--- src/rtl/body_sched_pkg.sv ---
// rtl/body_sched_pkg.sv - shared constants and types for the body frame scheduler
// Purpose: register map addresses, STATUS bit positions, scheduler FSM states
//          and the per-body parameter record handed to the renderer.
// Ports:   none (package).
package body_sched_pkg;

  localparam int PARAM_W = 10;

  localparam logic [3:0] ADDR_CTRL      = 4'd8;
  localparam logic [3:0] ADDR_STATUS    = 4'd9;
  localparam logic [3:0] ADDR_FRAME_CNT = 4'd10;

  localparam int CTRL_COMMIT_BIT    = 0;
  localparam int STATUS_BUSY_BIT    = 0;
  localparam int STATUS_PENDING_BIT = 1;
  localparam int STATUS_OVERRUN_BIT = 2;

  typedef enum logic [1:0] {
    IDLE  = 2'd0,
    ARMED = 2'd1,
    COPY  = 2'd2
  } sched_state_t;

  typedef struct packed {
    logic [PARAM_W-1:0] radius;
    logic [PARAM_W-1:0] x;
    logic [PARAM_W-1:0] y;
    logic [PARAM_W-1:0] z;
  } body_params_t;

endpackage

--- src/rtl/vs_edge_sync.sv ---
// rtl/vs_edge_sync.sv - VGA vertical sync synchronizer with falling-edge detector
// Purpose: brings the asynchronous VGA_VS into the CLK domain through
//          VS_SYNC_STAGES flops and flags a synchronized 1->0 transition.
// Ports:   CLK, RESET (sync, active-high), vs_async (raw VS pin),
//          vs_fall (one-cycle pulse on a synchronized falling edge).
module vs_edge_sync #(
  parameter int VS_SYNC_STAGES = 2
) (
  input  logic CLK,
  input  logic RESET,
  input  logic vs_async,
  output logic vs_fall
);

  logic [VS_SYNC_STAGES-1:0] sync_q;
  logic                      prev_q;

  always_ff @(posedge CLK) begin
    if (RESET) begin
      sync_q <= '0;
      prev_q <= 1'b0;
    end else begin
      sync_q <= {sync_q[VS_SYNC_STAGES-2:0], vs_async};
      prev_q <= sync_q[VS_SYNC_STAGES-1];
    end
  end

  assign vs_fall = prev_q & ~sync_q[VS_SYNC_STAGES-1];

endmodule

--- src/rtl/body_frame_scheduler.sv ---
// rtl/body_frame_scheduler.sv - shadow/active body parameter scheduler committed on VGA vsync
// Purpose: software fills shadow registers over Avalon-MM, commits via CTRL,
//          and the active set is copied one body per cycle after the next
//          vsync falling edge so the renderer never sees a torn frame.
// Ports:   CLK, RESET (sync, active-high); AVL_* Avalon-MM slave (4-bit word
//          address, 32-bit data, byte enables, waitrequest); VGA_VS (async,
//          active-low); ACT_RADIUS/X/Y/Z active body parameters per body;
//          FRAME_STROBE one-cycle pulse when a commit completes.
// Option:  define BODY_FRAME_COUNTER_EN to add a read-only vsync counter at
//          address 10 (reads 0 otherwise).
module body_frame_scheduler
  import body_sched_pkg::*;
#(
  parameter int N_BODIES       = 2,
  parameter int VS_SYNC_STAGES = 2
) (
  input  logic                             CLK,
  input  logic                             RESET,
  input  logic                             AVL_READ,
  input  logic                             AVL_WRITE,
  input  logic                             AVL_CS,
  input  logic [3:0]                       AVL_BYTE_EN,
  input  logic [3:0]                       AVL_ADDR,
  input  logic [31:0]                      AVL_WRITEDATA,
  output logic [31:0]                      AVL_READDATA,
  output logic                             AVL_WAITREQUEST,
  input  logic                             VGA_VS,
  output logic [N_BODIES-1:0][PARAM_W-1:0] ACT_RADIUS,
  output logic [N_BODIES-1:0][PARAM_W-1:0] ACT_X,
  output logic [N_BODIES-1:0][PARAM_W-1:0] ACT_Y,
  output logic [N_BODIES-1:0][PARAM_W-1:0] ACT_Z,
  output logic                             FRAME_STROBE
);

  localparam logic [1:0] LAST_IDX = 2'(N_BODIES - 1);

  sched_state_t state_q, state_d;
  logic [1:0]   idx_q;
  logic         pending_q;
  logic         overrun_q;
  logic         strobe_q;
  logic [31:0]  shadow_q [N_BODIES][4];
  body_params_t act_q [N_BODIES];
  logic [31:0]  rdata;
  logic [31:0]  status_word;
  logic         vs_fall;

  logic       in_copy, copy_last, wait_int, wr_en;
  logic       reg_addr, shadow_hit, commit_wr, overrun_clr;
  logic [1:0] body_sel, word_sel;

  vs_edge_sync #(
    .VS_SYNC_STAGES(VS_SYNC_STAGES)
  ) u_vs_sync (
    .CLK     (CLK),
    .RESET   (RESET),
    .vs_async(VGA_VS),
    .vs_fall (vs_fall)
  );

  assign in_copy   = (state_q == COPY);
  assign copy_last = in_copy && (idx_q == LAST_IDX);
  // Any access during COPY is held off so a write cannot land mid-copy.
  assign wait_int  = in_copy & AVL_CS & (AVL_READ | AVL_WRITE);
  assign wr_en     = AVL_CS & AVL_WRITE & ~wait_int;

  assign body_sel = AVL_ADDR[3:2];
  assign word_sel = AVL_ADDR[1:0];
  // Control addresses win over the body window (only matters for N_BODIES > 2).
  assign reg_addr   = (AVL_ADDR == ADDR_CTRL) || (AVL_ADDR == ADDR_STATUS) ||
                      (AVL_ADDR == ADDR_FRAME_CNT);
  assign shadow_hit = !reg_addr && ({30'd0, body_sel} < 32'(N_BODIES));

  assign commit_wr   = wr_en && (AVL_ADDR == ADDR_CTRL) && AVL_WRITEDATA[CTRL_COMMIT_BIT];
  assign overrun_clr = wr_en && (AVL_ADDR == ADDR_STATUS) && AVL_WRITEDATA[STATUS_OVERRUN_BIT];

  always_ff @(posedge CLK) begin
    if (RESET) begin
      for (int b = 0; b < N_BODIES; b++) begin
        for (int w = 0; w < 4; w++) begin
          shadow_q[b][w] <= '0;
        end
      end
    end else if (wr_en && shadow_hit) begin
      for (int b = 0; b < N_BODIES; b++) begin
        for (int w = 0; w < 4; w++) begin
          if (body_sel == 2'(b) && word_sel == 2'(w)) begin
            for (int k = 0; k < 4; k++) begin
              if (AVL_BYTE_EN[k]) begin
                shadow_q[b][w][8*k +: 8] <= AVL_WRITEDATA[8*k +: 8];
              end
            end
          end
        end
      end
    end
  end

  always_comb begin
    state_d = state_q;
    unique case (state_q)
      IDLE:    if (commit_wr) state_d = ARMED;
      ARMED:   if (vs_fall) state_d = COPY;
      COPY:    if (idx_q == LAST_IDX) state_d = IDLE;
      default: state_d = IDLE;
    endcase
  end

  always_ff @(posedge CLK) begin
    if (RESET) begin
      state_q   <= IDLE;
      idx_q     <= '0;
      pending_q <= 1'b0;
      overrun_q <= 1'b0;
      strobe_q  <= 1'b0;
    end else begin
      state_q  <= state_d;
      strobe_q <= copy_last;

      if (state_q == ARMED && vs_fall) begin
        idx_q <= '0;
      end else if (copy_last) begin
        idx_q <= '0;
      end else if (in_copy) begin
        idx_q <= idx_q + 2'd1;
      end

      if (copy_last) begin
        pending_q <= 1'b0;
      end else if (commit_wr) begin
        pending_q <= 1'b1;
      end

      // Set can only happen in COPY and clear only outside it, so they never collide.
      if (in_copy && vs_fall) begin
        overrun_q <= 1'b1;
      end else if (overrun_clr) begin
        overrun_q <= 1'b0;
      end
    end
  end

  always_ff @(posedge CLK) begin
    if (RESET) begin
      for (int b = 0; b < N_BODIES; b++) begin
        act_q[b] <= '0;
      end
    end else if (in_copy) begin
      for (int b = 0; b < N_BODIES; b++) begin
        if (idx_q == 2'(b)) begin
          act_q[b].radius <= shadow_q[b][0][PARAM_W-1:0];
          act_q[b].x      <= shadow_q[b][1][PARAM_W-1:0];
          act_q[b].y      <= shadow_q[b][2][PARAM_W-1:0];
          act_q[b].z      <= shadow_q[b][3][PARAM_W-1:0];
        end
      end
    end
  end

  always_comb begin
    ACT_RADIUS = '0;
    ACT_X      = '0;
    ACT_Y      = '0;
    ACT_Z      = '0;
    for (int b = 0; b < N_BODIES; b++) begin
      ACT_RADIUS[b] = act_q[b].radius;
      ACT_X[b]      = act_q[b].x;
      ACT_Y[b]      = act_q[b].y;
      ACT_Z[b]      = act_q[b].z;
    end
  end

`ifdef BODY_FRAME_COUNTER_EN
  logic [31:0] frame_cnt_q;

  always_ff @(posedge CLK) begin
    if (RESET) begin
      frame_cnt_q <= '0;
    end else if (vs_fall) begin
      frame_cnt_q <= frame_cnt_q + 32'd1;
    end
  end
`endif

  always_comb begin
    status_word = '0;
    status_word[STATUS_BUSY_BIT]    = in_copy;
    status_word[STATUS_PENDING_BIT] = pending_q;
    status_word[STATUS_OVERRUN_BIT] = overrun_q;
  end

  always_comb begin
    rdata = '0;
    for (int b = 0; b < N_BODIES; b++) begin
      for (int w = 0; w < 4; w++) begin
        if (shadow_hit && body_sel == 2'(b) && word_sel == 2'(w)) begin
          rdata = shadow_q[b][w];
        end
      end
    end
    if (AVL_ADDR == ADDR_STATUS) begin
      rdata = status_word;
    end
`ifdef BODY_FRAME_COUNTER_EN
    if (AVL_ADDR == ADDR_FRAME_CNT) begin
      rdata = frame_cnt_q;
    end
`endif
  end

  // Outputs are forced quiet while RESET is held, before the reset edge lands.
  assign AVL_READDATA    = RESET ? 32'd0 : rdata;
  assign AVL_WAITREQUEST = ~RESET & wait_int;
  assign FRAME_STROBE    = ~RESET & strobe_q;

endmodule

--- config.mk ---
export PLATFORM = sky130hd
export DESIGN_NAME = body_frame_scheduler
export DESIGN_NICKNAME = d
export VERILOG_FILES = /design/src/rtl/body_sched_pkg.sv /design/src/rtl/vs_edge_sync.sv /design/src/rtl/body_frame_scheduler.sv
export SDC_FILE = /design/constraint.sdc
export NUM_CORES = 1
export LEC_CHECK = 0
export CORE_ASPECT_RATIO = 1.75
export CORE_MARGIN = 2
export CORE_UTILIZATION = 55
export DETAILED_ROUTE_END_ITERATION = 12
export GPL_TIMING_DRIVEN = 0
export PLACE_DENSITY = 0.78
export SYNTH_ARGS = -nofsm -noshare
export SYNTH_HDL_FRONTEND = slang
export SYNTH_SLANG_ARGS = --single-unit
export TNS_END_PERCENT = 30
--- constraint.sdc ---
create_clock -name CLK -period 2.96 [get_ports CLK]
set_input_delay 0.74 -clock CLK [delete_from_list [all_inputs] [get_ports CLK]]
set_output_delay 0.74 -clock CLK [all_outputs]
set_load 0.005 [all_outputs]
### After elaboration in Yosys (flattened, before gate mapping)

Memory sizes are Yosys's and may differ from the RTL's.
Index checks and enable logic that the tools add are counted.

* logic and storage cells: 311
* memory bits (writable): 336
* output and inout port bits: 114
* bits of input ports: 46
* memories: 2
* register bits after elaboration: 10

Memories
* shadow_q: words 2, bits a word 128, rd ports 2, clocked after memory_dff 0, wr ports 2, line body_frame_scheduler.sv:42 `logic [31:0] shadow_q [N_BODIES][4];`
* act_q: words 2, bits a word 40, rd ports 2, clocked after memory_dff 0, wr ports 2, line body_frame_scheduler.sv:43 `body_params_t act_q [N_BODIES];`

* order comparisons: 1
* add/sub/neg operators: 1
* equality and inequality tests: 13
* bitwise logic cells: 51
* multiplexer cells: 198
* reduce and logical (&&, ||, !) cells: 38

Operator list (count)
* 32-bit 2-to-1 mux: 10
* 8-bit 2-to-1 mux: 32
* 1-bit 2-to-1 mux: 144
* 10-bit 2-to-1 mux: 8
* 1-bit OR: 41
* 1-bit logical AND: 27
* 4-bit equality test (second input constant): 3
* 2-bit by 1-bit equality test with 1-bit output (second input constant): 4
* 2-bit zero test: 4
* 1-bit bitwise AND: 7
* 2-bit equality test (second input constant): 3
* 2-bit 2-to-1 mux: 3
* 2-bit case mux with 3 select lines: 1
* 2-bit inequality test (second input constant): 2
* 1-bit inverter: 3
* 3-bit AND reduction: 1
* 3-bit OR reduction: 1
* 2-bit by 1-bit adder with 2-bit output (second input constant): 1
* 1-bit logical OR: 2
* 2-bit < comparator (second input constant): 1
* 2-bit by 1-bit inequality test with 1-bit output (second input constant): 1
* 2-bit nonzero test: 1
* 2-bit OR reduction: 1
* 1-bit zero test: 1

### Logic depth before layout (Yosys ltp)

Gate-level depths: netlist (run 1).

* depth after elaboration: 17
* depth in mapped cells: 8
* mapped depth without buffers: 5

### Cells and area by module

From an unflattened synthesis (run 1), not the netlist that was laid out.

* cell total of the unflattened synthesis: 1020
* area total of the unflattened synthesis: 14831.7 um2

By module, submodules not included
* body_frame_scheduler: instances 1, cells each 1013, seq. area each 10229.8 um2, area each 14744.1 um2
* vs_edge_sync: instances 1, cells each 7, seq. area each 60.1 um2, area each 87.6 um2

### Least setup slack after synthesis (run 1)

No wires, ideal clock.

* path kind: input to output
* start: input port AVL_ADDR[3]
* end: output port AVL_READDATA[14]
* path buffers: 3
* slack: 0.230 ns
* cell stages on the path: 7
* data required time: 2.220 ns
* arrival time: 1.990 ns
* cell sequence: buf_6 -> buf_2 -> nor2b_1 -> and2_1 -> nor2_2 -> buf_2 -> a32o_1

* word-level cells in the longest chain between the ends: 17
* elaborated cells on any way between the ends: 30
* classes of those cells: 1 x order compare; 4 x eq/ne; 10 x mux; 15 x reduce/logical

RTL lines
* from (decl): line body_frame_scheduler.sv:23 `input logic [3:0] AVL_ADDR,`
* 4-bit equality test (on tied branches): line body_frame_scheduler.sv:70, body_frame_scheduler.sv:201
* 1-bit logical OR (2 in series): line body_frame_scheduler.sv:70 `assign reg_addr = (AVL_ADDR == ADDR_CTRL) || (AVL_ADDR == ADDR_STATUS) ||`
* 1-bit zero test: line body_frame_scheduler.sv:72 `assign shadow_hit = !reg_addr && ({30'd0, body_sel} < 32'(N_BODIES));`
* 1-bit logical AND: line body_frame_scheduler.sv:72
* 1-bit logical AND (2 in series): line body_frame_scheduler.sv:196 `if (shadow_hit && body_sel == 2'(b) && word_sel == 2'(w)) begin`
* 32-bit 2-to-1 mux (8 in series): line body_frame_scheduler.sv:196
* 32-bit 2-to-1 mux *: line body_frame_scheduler.sv:201 `if (AVL_ADDR == ADDR_STATUS) begin`
* 32-bit 2-to-1 mux *: line body_frame_scheduler.sv:212 `assign AVL_READDATA = RESET ? 32'd0 : rdata;`
* to (decl): line body_frame_scheduler.sv:25 `output logic [31:0] AVL_READDATA,`

Every way passes the cells marked *; elsewhere a longest branch is shown, timed or not.

### Final worst setup path (run 1)

* start: input port AVL_ADDR[1]
* end: output port AVL_READDATA[0]

Same word-level chain as after synthesis.

==> flow_metrics.tcl, run 1 <==
set metrics [dict create \
    status "complete, but fails checks" \
    violations "negative setup slack" \
    die_h_um 224 \
    cts_tree "yes" \
    synth_top_area_share_pct 66.6 \
    synthFlopType "edfxtp_1" \
    ys.warnings.count 0 \
    clock_skew_ns 0.0159 \
    io_pins 160 \
    met2_length_um 25100 \
    slew_viol_final 0 \
    period_minus_slack_ns 3.10 \
    antenna_found_initial 0 \
    hold_path.class "register to register" \
    place_congestion 0.945 \
    final_cells 1704 \
    cp.arrival_ns 2.36 \
    area_growth_pct 31.2 \
    rsz0062_at_grt "yes" \
    num_vias 10900 \
    grt_pass1_wl_um 69800 \
    netlist_instances 1040 \
    cts.sinks 346 \
    power.total_mw 10.7 \
    max_stage_delay_ns 0.34 \
    period_share_pct 105 \
    critPathBufInv 4 \
    grt_max_degree 41 \
    cts.htree.levels 1 \
    clock.fmax_mhz 323 \
    highest_layer "met4" \
    grt_overflow 0 \
    syn_area_per_cell_um2 14.6 \
    drc_errors 0 \
    wl_per_cell_um 28.7 \
    leakagePower_nw 7.46 \
    yosysSeqAreaShare_pct 67.9 \
    dpl.hpwl_um 31300 \
    cts_buffers 30 \
    worst_path_dominant_cell_family "buffers and inverters" \
    clockRootBuffer "clkbuf_16" \
    ys_types 62 \
    syn_nets 1088 \
    placed_cells 1568 \
    first_pass_iters 6 \
    start_kind "primary input" \
    synth_edf_count 336 \
    core_mm2 0.0272 \
    hold_buffers 0 \
    critPathRequiredTime_ns 2.22 \
    setup_ws_ns -0.139 \
    hold_slack_ns 0.449 \
    tightest_slew_ns 1.23 \
    drtIter0Drc 1265 \
    setup_violations 29 \
    rows 80 \
    die_area_mm2 0.0289 \
    path_cells "buf_4 -> buf_8 -> buf_8 -> mux4_2 -> nand2b_1 -> a21oi_2 -> a221oi_2 -> a211oi_2 -> buf_2" \
    ant_nets 0 \
    die_w_um 129 \
    slowest_stage "a211oi_2" \
    max-clock-path-buffers 3 \
    crit_fanout 10 \
    cp-end-kind "primary output" \
    met1Wirelength_um 14400 \
    vdd.ir_drop.worst_mv 0.498 \
    drv_cap 0 \
    relSlewSlack_pct 18.1 \
    routed_wl_um 49000 \
    wl_met3_um 4350 \
    grt_use_total_pct 33.9 \
    ys_seq_elements 346 \
    hold_viol 0 \
    netlist_area_mm2 0.0151 \
    clkLatencyLatePin_ns 0.59 \
    crit_type "primary input to primary output" \
    num_antenna_cells 0 \
    synth_area_leader_cell "edfxtp_1" \
    start_util_pct 55.6 \
    finalNetCount 1360 \
    netlist_top_cells_area "edfxtp_1 67%, and2_1 7.7%, mux4_2 2.5%" \
    clk_pin_slew_ns 0.07 \
    cpMostUsedCell "buf_8" \
    power_density_mw_per_mm2 541 \
    vias_per_cell 6.42 \
    drive_gt1_share_pct 29.4 \
    grt_pass1_vias 11100 \
    io_buffers 158 \
    async_flop_share_pct 0 \
]
## state kept, by name, summed over array words and instances, names as in the netlist
name / flops
shadow_q: 256
idx_q: 2
u_vs_sync.sync_q: 2
u_vs_sync.prev_q: 1
strobe_q: 1
act_q: 80
overrun_q: 1
pending_q: 1
state_q: 2
## cell usage after synthesis, types with 2 or more instances
master and count:
edfxtp_1 336, and2_1 186, a21oi_1 51, o21ai_0 41, nor2_1 37, clkbuf_1 34
mux2i_1 29, nor2b_2 27, and3_1 26, o21bai_1 23, o22ai_1 23, mux4_2 17
a211oi_1 15, mux2_2 14, nor2b_1 14, buf_2 13, nand2_1 13, a32o_1 11
dfxtp_1 10, o22a_1 10, buf_4 9, buf_6 7, nand2b_1 7, nand3_1 7
nor3_2 7, o211ai_1 6, inv_1 5, nor3_1 5, o221ai_1 5, a21o_1 4
nor2_4 4, a221oi_1 3, a31o_2 3, nand2_2 3, nor2_2 3, a22oi_1 2
and2b_1 2, and3b_1 2, ha_1 2, or2_2 2
## per-layer routing
metal,track usage [%],up-vias
met2,58.6,883
li1,-,4465
met1,35.7,5280
met3,5.76,308
met5,0,-
met4,26.8,0
## report_power, final
part           switching [mW]  internal (mW)
clock network            1.81           2.19
registers              0.0766           5.54
logic                   0.620          0.505
## cells by family after synthesis
kind of cell	Yosys count	synth area share, %
buffers and inverters	70	2.41
AO/OA/AOI/OAI	204	8.91
flip-flops	346	67.9
multiplexers	60	5.49
AND/OR/NAND/NOR	357	15.0
XOR/XNOR	1	0.0578
adder cells (fa/ha/maj)	2	0.165
## layout make-up
cell class	instances	area (µm²)
repair buffers	241	2370
well taps	369	462
clock buffers	38	802
inverters	6	28.8
multi-input cells	624	5000
plain buffers	63	758
fillers	1673	7350
clock inverters	17	170
flip-flops and latches	346	10300
## worst paths after layout
| check | start | endpoint | slack (ns) | cells after the start |
|---|---|---|---|---|
| max | AVL_ADDR[1] | AVL_READDATA[0] | -0.14 | 9 |
| min | u_vs_sync.sync_q[0]$_SDFF_PP0_ | u_vs_sync.sync_q[1]$_SDFF_PP0_ | 0.45 | 1 |
| max reg2reg | state_q[0]$_SDFFE_PP0P_ | shadow_q[0][41]$_DFFE_PP_ | 0.14 | 6 |
| min reg2reg | u_vs_sync.sync_q[0]$_SDFF_PP0_ | u_vs_sync.sync_q[1]$_SDFF_PP0_ | 0.45 | 1 |
## timing repair
action,4_1_cts,5_1_grt
buffers inserted,76,2
gates resized for setup,382,42
endpoints found under the hold margin,0,0
setup endpoints to repair,163,67
pin swaps,57,23
gates cloned,5,0
## metrics by stage
stage	area [µm²]	TNS [ns]	util, %	setup WS (ns)
detailed placement	17200	-282.59	63.2	-1.70
finish	19900	-1.26	73.0	-0.139
global route	19900	-1.80	73.0	-0.125
CTS	19700	-0.548	72.5	-0.0930
global placement	17200	-307.03	63.1	-1.71
floorplan	15100	0	-	0.230
## cells in the final DEF, fill, tap and decap left out, types with 26 or more instances in the layout
master,n
clkdlybuf4s50_1,119
edfxtp_1,336
and3_1,26
nor2b_2,27
clkbuf_16,37
buf_4,55
and2_1,185
buf_2,30
a21oi_1,40
Note: power is estimated with default switching activity, not from simulation.
==> inputs of run 2 (changes only) <==
--- a/config.mk
+++ b/config.mk
@@ -10,6 +10,7 @@
 export CORE_UTILIZATION = 55
 export DETAILED_ROUTE_END_ITERATION = 12
 export GPL_TIMING_DRIVEN = 0
+export HOLD_SLACK_MARGIN = 0.02
 export PLACE_DENSITY = 0.78
 export SYNTH_ARGS = -nofsm -noshare
 export SYNTH_HDL_FRONTEND = slang
==> results of run 2 <==
Same layout as run 1: the final DEF is identical, and so are final timing and power.
==> inputs of run 3 (changes only) <==
--- a/config.mk
+++ b/config.mk
@@ -12,6 +12,7 @@
 export GPL_TIMING_DRIVEN = 0
 export HOLD_SLACK_MARGIN = 0.02
 export PLACE_DENSITY = 0.78
+export SKIP_CTS_REPAIR_TIMING = 1
 export SYNTH_ARGS = -nofsm -noshare
 export SYNTH_HDL_FRONTEND = slang
 export SYNTH_SLANG_ARGS = --single-unit
==> flow_metrics.tcl, run 3 (synthesized netlist as in run 1, its figures left out) <==
set metrics [dict create \
    status "complete, but fails checks" \
    violations "negative setup slack" \
    routed_wl_um 48500 \
    start_kind "primary input" \
    slew_viol_final 0 \
    slowest_stage "nor2_4" \
    final_cells 1700 \
    placed_cells 1568 \
    n_fill_cell 1714 \
    r2r_slack_ns 0.07 \
    vdd.ir_drop.worst_mv 0.460 \
    grt_overflow 0 \
    cts.sinks 346 \
    met2_length_um 24800 \
    path_cells "buf_6 -> buf_12 -> nor2b_4 -> and2_4 -> nor2_4 -> buf_12 -> buf_4 -> o21ai_2 -> a21oi_2 -> buf_2" \
    place_congestion 0.945 \
    max_stage_delay_ns 0.41 \
    grt_max_degree 41 \
    cp.arrival_ns 2.42 \
    cts_buffers 30 \
    period_minus_slack_ns 3.16 \
    die_h_um 224 \
    placed_cell_area_mm2 0.0172 \
    grt_pass1_vias 10200 \
    stdcell_area_mm2 0.0198 \
    rows 80 \
    period_share_pct 107 \
    finalNetCount 1355 \
    relSlewSlack_pct 20.3 \
    rsz0062_at_grt "yes" \
    antenna_found_initial 3 \
    cp-end-kind "primary output" \
    max-clock-path-buffers 3 \
    final_cell_mix "336 x edfxtp_1, 185 x and2_1, 120 x clkdlybuf4s50_1" \
    vias_per_cell 6.40 \
    largest_reg_flops 256 \
    grt_use_total_pct 29.9 \
    reg_top3 "shadow_q (256), act_q (80)" \
    cts.htree.levels 1 \
    io_buffers 158 \
    num_vias 10900 \
    tightest_slew_ns 1.19 \
    regMostFlops "shadow_q" \
    hold_viol 0 \
    drtIter0Drc 1436 \
    die_w_um 129 \
    drc_errors 0 \
    setup_violations 27 \
    wl_met3_um 4310 \
    wl_per_cell_um 28.6 \
    met1Wirelength_um 14500 \
    setup_ws_ns -0.198 \
    ant_nets 0 \
    critPathBufInv 5 \
    final_util_pct 72.7 \
    drv_cap 0 \
    clk_pin_slew_ns 0.07 \
    drive_gt1_share_pct 28.7 \
    power.total_mw 10.7 \
    start_util_pct 55.6 \
    first_pass_iters 6 \
    critPathRequiredTime_ns 2.22 \
    clock.fmax_mhz 317 \
    hold_slack_ns 0.447 \
    tns_ns -1.92 \
    io_pins 160 \
    mostFrequentLayoutCell "edfxtp_1" \
    die_area_mm2 0.0289 \
    crit_type "primary input to primary output" \
    worst_path_dominant_cell_family "buffers and inverters" \
    multi_input_area_mm2 0.00498 \
    highest_layer "met5" \
    leakagePower_nw 7.46 \
    cts_tree "yes" \
    final-seq-area_mm2 0.0103 \
    core_mm2 0.0272 \
    crit_fanout 8 \
    power_density_mw_per_mm2 542 \
    clock_skew_ns 0.0107 \
    hold_path.class "register to register" \
    dp_slack_ns -1.70 \
    grt_pass1_wl_um 62000 \
    dpl.hpwl_um 31300 \
    clkLatencyLatePin_ns 0.58 \
    cpMostUsedCell "buf_12" \
    area_growth_pct 30.7 \
    clockRootBuffer "clkbuf_16" \
]
==> run 3: cell types whose count changed in the layout (fill, tap and decap cells not counted), moves of 4 or more <==
cell / change
clkbuf_2: +13
nor2_1: +4
buf_2: -12
nor2_2: -4
dlymetal6s2s_1: +6
clkbuf_8: -5
==> run 3: cell type report <==
type / count / area share, %
multi-input cells: 624 / 25.2
repair buffers: 236 / 12.0
plain buffers: 63 / 3.44
flip-flops and latches: 346 / 52.0
clock inverters: 17 / 0.860
diodes: 1 / 0.0126
clock buffers: 38 / 4.05
well taps: 369 / 2.33
inverters: 6 / 0.145
==> run 3: power breakdown <==
| part | leakage, nW | internal (mW) | switching (mW) |
|---|---|---|---|
| registers | 3.54 | 5.54 | 0.0776 |
| logic | 3.44 | 0.493 | 0.613 |
| clock network | 0.479 | 2.19 | 1.82 |
==> run 3: layer usage <==
| metal | global-route usage, % | up-vias |
|---|---|---|
| li1 | - | 4451 |
| met1 | 31.5 | 5253 |
| met2 | 53.5 | 885 |
| met3 | 3.67 | 295 |
| met4 | 22.1 | 2 |
| met5 | 0 | - |
==> run 3: worst reg2reg max path, stage by stage (launching register included) <==
cell	delay, ns
dfxtp_1	0.37
nand2b_1	0.14
buf_2	0.24
and3_1	0.19
buf_2	0.25
nand3b_2	0.29
o21bai_1	1.01
==> run 3: final timing paths <==
path / endpoint / depth (start not counted) / start
hold / removal: u_vs_sync.sync_q[1]$_SDFF_PP0_ / 1 / u_vs_sync.sync_q[0]$_SDFF_PP0_
setup / recovery: AVL_READDATA[17] / 10 / AVL_ADDR[3]
hold reg to reg: u_vs_sync.sync_q[1]$_SDFF_PP0_ / 1 / u_vs_sync.sync_q[0]$_SDFF_PP0_
setup reg to reg: shadow_q[0][10]$_DFFE_PP_ / 6 / state_q[0]$_SDFFE_PP0P_
